## config.mk

```make
export PLATFORM = sky130hd
export DESIGN_NAME = rf_writeback_queue
export DESIGN_NICKNAME = d
export VERILOG_FILES = /design/src/rtl/rf_writeback_queue.sv
export SDC_FILE = /design/constraint.sdc
export NUM_CORES = 1
export LEC_CHECK = 0
export ABC_AREA = 1
export CORE_UTILIZATION = 35
export CTS_CLUSTER_SIZE = 25
export DETAILED_ROUTE_END_ITERATION = 7
export SYNTH_ARGS = -nofsm -noshare
export SYNTH_HDL_FRONTEND = slang
export SYNTH_SLANG_ARGS = --single-unit
```

## constraint.sdc

```tcl
create_clock -name CLK -period 6.01 [get_ports CLK]
set_input_delay 1.202 -clock CLK [delete_from_list [all_inputs] [get_ports CLK]]
set_output_delay 1.202 -clock CLK [all_outputs]
set_load 0.02 [all_outputs]
```

## src/rtl/rf_writeback_queue.sv

```systemverilog
// Write-back FIFO feeding the register file write port (C/PW/RFLd/PCWR).
// Optional decode bypass lookup is built when RF_WB_BYPASS_EN is defined.
module rf_writeback_queue #(
    parameter int unsigned DEPTH = 4,
    parameter int unsigned DW    = 32,
    parameter int unsigned AW    = 4
) (
    input  logic                     CLK,
    input  logic                     RST,
    input  logic                     REQ_VALID,
    output logic                     REQ_READY,
    input  logic [AW-1:0]            REQ_RD,
    input  logic [DW-1:0]            REQ_DATA,
    input  logic                     HOLD,
    output logic [AW-1:0]            C,
    output logic [DW-1:0]            PW,
    output logic                     RFLd,
    output logic                     PCWR,
    output logic [$clog2(DEPTH):0]   COUNT,
    input  logic [AW-1:0]            SA,
    input  logic [AW-1:0]            SB,
    input  logic [AW-1:0]            SD,
    output logic [DW-1:0]            FA,
    output logic [DW-1:0]            FB,
    output logic [DW-1:0]            FD,
    output logic                     HA,
    output logic                     HB,
    output logic                     HD
);

    localparam int unsigned PTR_W = $clog2(DEPTH);
    localparam int unsigned CW    = PTR_W + 1;

    logic [AW-1:0]    r_rd_mem   [DEPTH];
    logic [DW-1:0]    r_data_mem [DEPTH];
    logic [PTR_W-1:0] r_wptr;
    logic [PTR_W-1:0] r_rptr;
    logic [CW-1:0]    r_count;
    logic [AW-1:0]    r_c;
    logic [DW-1:0]    r_pw;
    logic             r_rfld;
    logic             r_pcwr;

    logic w_ready;
    logic w_push;
    logic w_pop;

    // Readiness looks only at occupancy, so a pop on a full queue never admits a push.
    assign w_ready = (r_count != CW'(DEPTH));
    assign w_push  = REQ_VALID & w_ready;
    assign w_pop   = ~HOLD & (r_count != '0);

    always_ff @(posedge CLK) begin
        if (w_push && !RST) begin
            r_rd_mem[r_wptr]   <= REQ_RD;
            r_data_mem[r_wptr] <= REQ_DATA;
        end
    end

    always_ff @(posedge CLK) begin
        if (RST) begin
            r_wptr  <= '0;
            r_rptr  <= '0;
            r_count <= '0;
            r_c     <= '0;
            r_pw    <= '0;
            r_rfld  <= 1'b0;
            r_pcwr  <= 1'b0;
        end else begin
            if (w_push) begin
                r_wptr <= r_wptr + 1'b1;
            end
            if (w_pop) begin
                r_rptr <= r_rptr + 1'b1;
                r_c    <= r_rd_mem[r_rptr];
                r_pw   <= r_data_mem[r_rptr];
                r_rfld <= 1'b1;
                r_pcwr <= (r_rd_mem[r_rptr] == '1);
            end else begin
                r_rfld <= 1'b0;
                r_pcwr <= 1'b0;
            end
            case ({w_push, w_pop})
                2'b10:   r_count <= r_count + 1'b1;
                2'b01:   r_count <= r_count - 1'b1;
                default: r_count <= r_count;
            endcase
        end
    end

    assign REQ_READY = w_ready;
    assign C         = r_c;
    assign PW        = r_pw;
    assign RFLd      = r_rfld;
    assign PCWR      = r_pcwr;
    assign COUNT     = r_count;

`ifdef RF_WB_BYPASS_EN
    logic [AW-1:0] w_sel [3];
    logic          w_hit [3];
    logic [DW-1:0] w_fwd [3];

    assign w_sel[0] = SA;
    assign w_sel[1] = SB;
    assign w_sel[2] = SD;

    // Scan output stage first, then entries oldest to newest so the youngest match wins.
    always_comb begin
        for (int unsigned p = 0; p < 3; p++) begin
            w_hit[p] = r_rfld && (r_c == w_sel[p]);
            w_fwd[p] = w_hit[p] ? r_pw : '0;
            for (int unsigned i = 0; i < DEPTH; i++) begin
                logic [PTR_W-1:0] idx;
                idx = r_rptr + PTR_W'(i);
                if ((CW'(i) < r_count) && (r_rd_mem[idx] == w_sel[p])) begin
                    w_hit[p] = 1'b1;
                    w_fwd[p] = r_data_mem[idx];
                end
            end
        end
    end

    assign HA = w_hit[0];
    assign HB = w_hit[1];
    assign HD = w_hit[2];
    assign FA = w_fwd[0];
    assign FB = w_fwd[1];
    assign FD = w_fwd[2];
`else
    logic w_unused_sel;
    assign w_unused_sel = ^{SA, SB, SD};

    assign HA = 1'b0;
    assign HB = 1'b0;
    assign HD = 1'b0;
    assign FA = '0;
    assign FB = '0;
    assign FD = '0;
`endif

endmodule

```

### Yosys cells after proc, flatten, opt, wreduce, memory -nomap -nowiden

Memories as Yosys holds them, arrays and structs flattened. A register that Yosys moved wholly into a read port is not among the register bits.
Index checks and enable logic that the tools add are counted.

* bits in writable memories: 144
* output and inout bits: 141
* memory bits (read-only): 0
* logic and storage cells: 31
* memories: 2
* register bits: 13
* latch bits: 0

* reduce and logical (&&, ||, !) cells: 5
* multiplexer cells: 6
* divide/modulo/power cells: 0
* equal/unequal tests: 4
* bitwise gates (word level): 4
* shift-type cells: 0
* multipliers: 0
* add/sub/neg operators: 4
* order comparisons: 0

Memories
* r_data_mem: depth 4, bits a word 32, read ports 1, clocked after memory_dff 1, write ports 1, RTL line 35 `logic [DW-1:0] r_data_mem [DEPTH];`
* r_rd_mem: depth 4, bits a word 4, read ports 1, clocked after memory_dff 1, write ports 1, RTL line 34 `logic [AW-1:0] r_rd_mem [DEPTH];`

Operators with widths (number)
* one-hot mux 3 bit (2 select lines): 1
* adder 2 x 1 -> 2 bit, second input constant: 2
* == test 4 bit, second input constant: 1
* two-way mux 2 bit: 2
* adder 3 x 1 -> 3 bit, second input constant: 1
* two-way mux 1 bit: 3
* inequality test 3 bit, second input constant: 1
* nonzero test 3 bit: 1
* subtractor 3 x 1 -> 3 bit, second input constant: 1
* AND 1 bit: 2
* == test 2 x 1 -> 1 bit, second input constant: 1
* == test 2 bit, second input constant: 1
* NOT 1 bit: 2
* nonzero test 2 bit: 1
* OR reduction 2 bit: 1
* logical AND 1 bit: 1
* zero test 1 bit: 1

### Longest topological paths before layout

* depth in word-level cells: 5
* depth in mapped cells: 12

### Worst setup path before layout

Ideal clock, no wire load.

* kind: input to register
* from: in REQ_VALID
* to: mem r_data_mem[0][0] (enable)
* buffers on the path: 0
* cell stages on the path: 4
* path slack: 2.571 ns
* arrival time: 3.010 ns
* cell sequence: nand2_1 inv_1 nand2_1 nor2_1

* word-level cells in the longest chain between the ends: 4

RTL lines
* from (decl): RTL line 10 `input logic REQ_VALID,`
* AND 1 bit: RTL line 50 `assign w_push = REQ_VALID & w_ready;`
* logical AND 1 bit: RTL line 54 `if (w_push && !RST) begin`
* two-way mux 1 bit: RTL line 54
* two-way mux 1 bit (implied by the code): RTL line 56 `r_data_mem[r_wptr] <= REQ_DATA;`
* to (decl): RTL line 35

Every way passes these cells.

### Worst setup path after layout

* from: in RST
* to: mem r_rd_mem[0][0] (enable)

* word-level cells in the longest chain between the ends: 4

RTL lines
* from (decl): RTL line 9 `input logic RST,`
* zero test 1 bit: RTL line 54
* logical AND 1 bit: RTL line 54
* two-way mux 1 bit: RTL line 54
* two-way mux 1 bit (implied by the code): RTL line 55 `r_rd_mem[r_wptr] <= REQ_RD;`
* to (decl): RTL line 34

Every way passes these cells.

==> flow_summary_export.csv <==
group,metric,value,unit
finish,finalNetCount,874,
clock_tree,clock_latency,0.43,ns
global_route,antenna_found_initial,0,
setup_path,crit_chain,"clkdlybuf4s50_1, inv_2, nand2_1, nor2_4, buf_4",
floorplan,coreArea,22700,µm²
global_route,grtUsageTotal,0.133,
setup_path,path_buf_inv,3,
timing,setup_viol,0,
placement,place_congestion,0.712,
placement,portBuffers,81,
clock_tree,cts_tree,"yes",
synth,ys_warn_count,0,
timing,min_period,3.79,ns
setup_path,cp_slowest_cell,"inv_2",
synth,syn_area,8110,µm²
synth,syn_area_per_cell,10.9,µm²
clock_tree,root_buffer,"clkbuf_16",
global_route,grt_pass1_wl,23800,µm
setup_path,slowest_delay,0.67,ns
clock_tree,htreeDepth,4,
clock_tree,cts_setup_buffers,0,
finish,fill_cells,2173,
placement,place_hpwl,8760,µm
timing,skew,0.0102,ns
drt,drc,0,
pwr,ir_drop,0.000208,V
timing,final.setup.tns,0,ns
floorplan,die_area,23800,µm²
setup_path,end_kind,"flop",
finish,drive_above_1_share,0.0567,
hold_path,hold_path.class,"flop to flop",
outcome,outcome,"finished clean",
floorplan,die_y,154,µm
timing,finalCritPeriodShare,0.630,
timing,relSlewSlack,0.391,
setup_path,crit_family,"buffers and inverters",
setup_path,critPathRequiredTime,6.11,ns
clock_tree,holdBufCountCts,0,
timing,drv_slew,0,
timing,hold_viol,0,
drt,wirelength,15400,µm
setup_path,critical_path.max_fanout,43,
global_route,grt-ovfl-total,0,
run,maxCapViolations,0,
synth,seq_area_frac_synth,0.649,
floorplan,fp.dieW,154,µm
finish,regArea,5270,µm²
finish,antenna_cells,0,
timing,tightest_slew,0.914,ns
pwr,leakagePower,3.69,nW
drt,drt-pass1-iter-count,5,
timing,worst_slack,2.22,ns
synth,syn_inst,746,
drt,avgRoutedWirePerCell,13.8,µm
synth,ys_ff_latch,191,
drt,via_per_inst,4.39,
finish,multi_input_area,2080,µm²
finish,final_common_cell,"edfxtp_1",
clock_tree,cts_made_buffers,17,
timing,fmax,264,MHz
drt,drt_iter0_drc,225,
synth,synth.distinct_cells,24,
finish,layout_common_cells,"edfxtp_1 (144), nand2_1 (110), conb_1 (99)",
floorplan,ios,193,
timing,rsz0062_at_grt,"false",
clock_tree,clk_path_buf_depth,2,
setup_path,crit_path_start_kind,"primary input",
floorplan,fp-row-count,55,
floorplan,start_util,0.357,
setup_path,critPathArrivalTime,3.89,ns
clock_tree,cts_resized,0,
global_route,grt_start_max_net_pins,90,
clock_tree,clkTransAtPathRegs,0.06,ns
placement,place_worst_setup_slack,1.69,ns
drt,vias,4895,
setup_path,critPathKind,"primary input to flop",
clock_tree,cts.sinks,191,
finish,syn_to_final_growth,14.7,%
global_route,first_global_vias,4458,
drt,ant_nets,0,
pwr,power_density,385,nW/µm²
==> Yosys cell counts <==
master	count	area share
a21oi_1	25	0.015
buf_2	15	0.0093
buf_4	102	0.094
buf_6	9	0.012
clkbuf_1	3	0.0014
clkbuf_2	3	0.0019
conb_1	1	0.00046
dfxtp_1	47	0.12
edfxtp_1	144	0.53
fa_1	1	0.0025
ha_1	5	0.0077
inv_1	48	0.022
inv_2	4	0.0019
nand2_1	110	0.051
nand2_4	1	0.0014
nand3_1	55	0.034
nand3_2	1	0.0012
nor2_1	99	0.046
nor2_8	1	0.0025
nor3b_1	1	0.00093
o211ai_1	1	0.00093
o21ai_0	48	0.030
o21ai_1	21	0.013
xor2_1	1	0.0011
==> layout make-up <==
class                   count  share of cell area
multi-input cells         469               0.224
flip-flops and latches    191               0.567
clock inverters            12              0.0121
inverters                  52              0.0210
clock buffers              20              0.0480
well taps                 285              0.0383
repair buffers             85              0.0904
==> metal layers <==
layer  up-vias  wire [µm]  track usage
li1       2416          -            -
met1      2286       7000        0.166
met2       182       7490        0.229
met3        11        806       0.0339
met4         0        129       0.0386
met5         -          0            0
==> where the power goes <==
group	internal [mW]	switching, mW	total, mW
registers	1.56	0.137	1.70
clock network	0.585	0.477	1.06
logic	0.305	0.520	0.824
total	2.45	1.13	3.58
==> worst register-to-register path: stages (launching register included) <==
cell and delay (ns):
dfxtp_1 0.39, inv_1 0.10, nand3_1 0.11, nand2_1 0.12
inv_1 0.12, nand2_1 0.23, nor2_4 0.62, buf_4 0.42
==> flip-flops by register name, summed over array words and instances (netlist names), named ones only <==
| register | flops |
|---|---|
| r_data_mem | 128 |
| PW | 32 |
| r_rd_mem | 16 |
| C | 4 |
| COUNT | 3 |
| r_rptr | 2 |
| r_wptr | 2 |
| PCWR | 1 |
| RFLd | 1 |
==> final timing paths <==
| path | slack (ns) | end | cells past startpoint | startpoint |
|---|---|---|---|---|
| hold reg to reg | 0.47 | PW[23] | 2 | PW[23] |
| setup reg to reg | 3.58 | r_rd_mem[0][0] | 7 | COUNT[0] |
| setup / recovery | 2.22 | r_rd_mem[0][0] | 5 | RST |
| hold / removal | 0.47 | PW[23] | 2 | PW[23] |
==> kinds of logic after synthesis <==
| kind of cell | Yosys count | share of synthesized area |
|---|---|---|
| AO/OA/AOI/OAI | 95 | 0.0589 |
| XOR/XNOR | 1 | 0.00108 |
| adder cells (fa/ha/maj) | 6 | 0.0102 |
| buffers and inverters | 184 | 0.143 |
| flip-flops | 191 | 0.649 |
| other | 1 | 0.000462 |
| AND/OR/NAND/NOR | 268 | 0.137 |
==> through the flow <==
step / std cells / hold slack, ns / power [mW] / util / cell area [µm²]
floorplan: 844 / 0.499 / 2.32 / - / 8480
global placement: 1082 / 0.459 / 2.55 / 0.385 / 8740
detailed placement: 1082 / 0.462 / 2.56 / 0.385 / 8740
CTS: 1114 / 0.474 / 3.62 / 0.410 / 9300
global route: 1114 / 0.484 / 3.78 / 0.410 / 9300
finish: 1114 / 0.468 / 3.58 / 0.410 / 9300
Note: power is estimated with default switching activity, not from simulation.
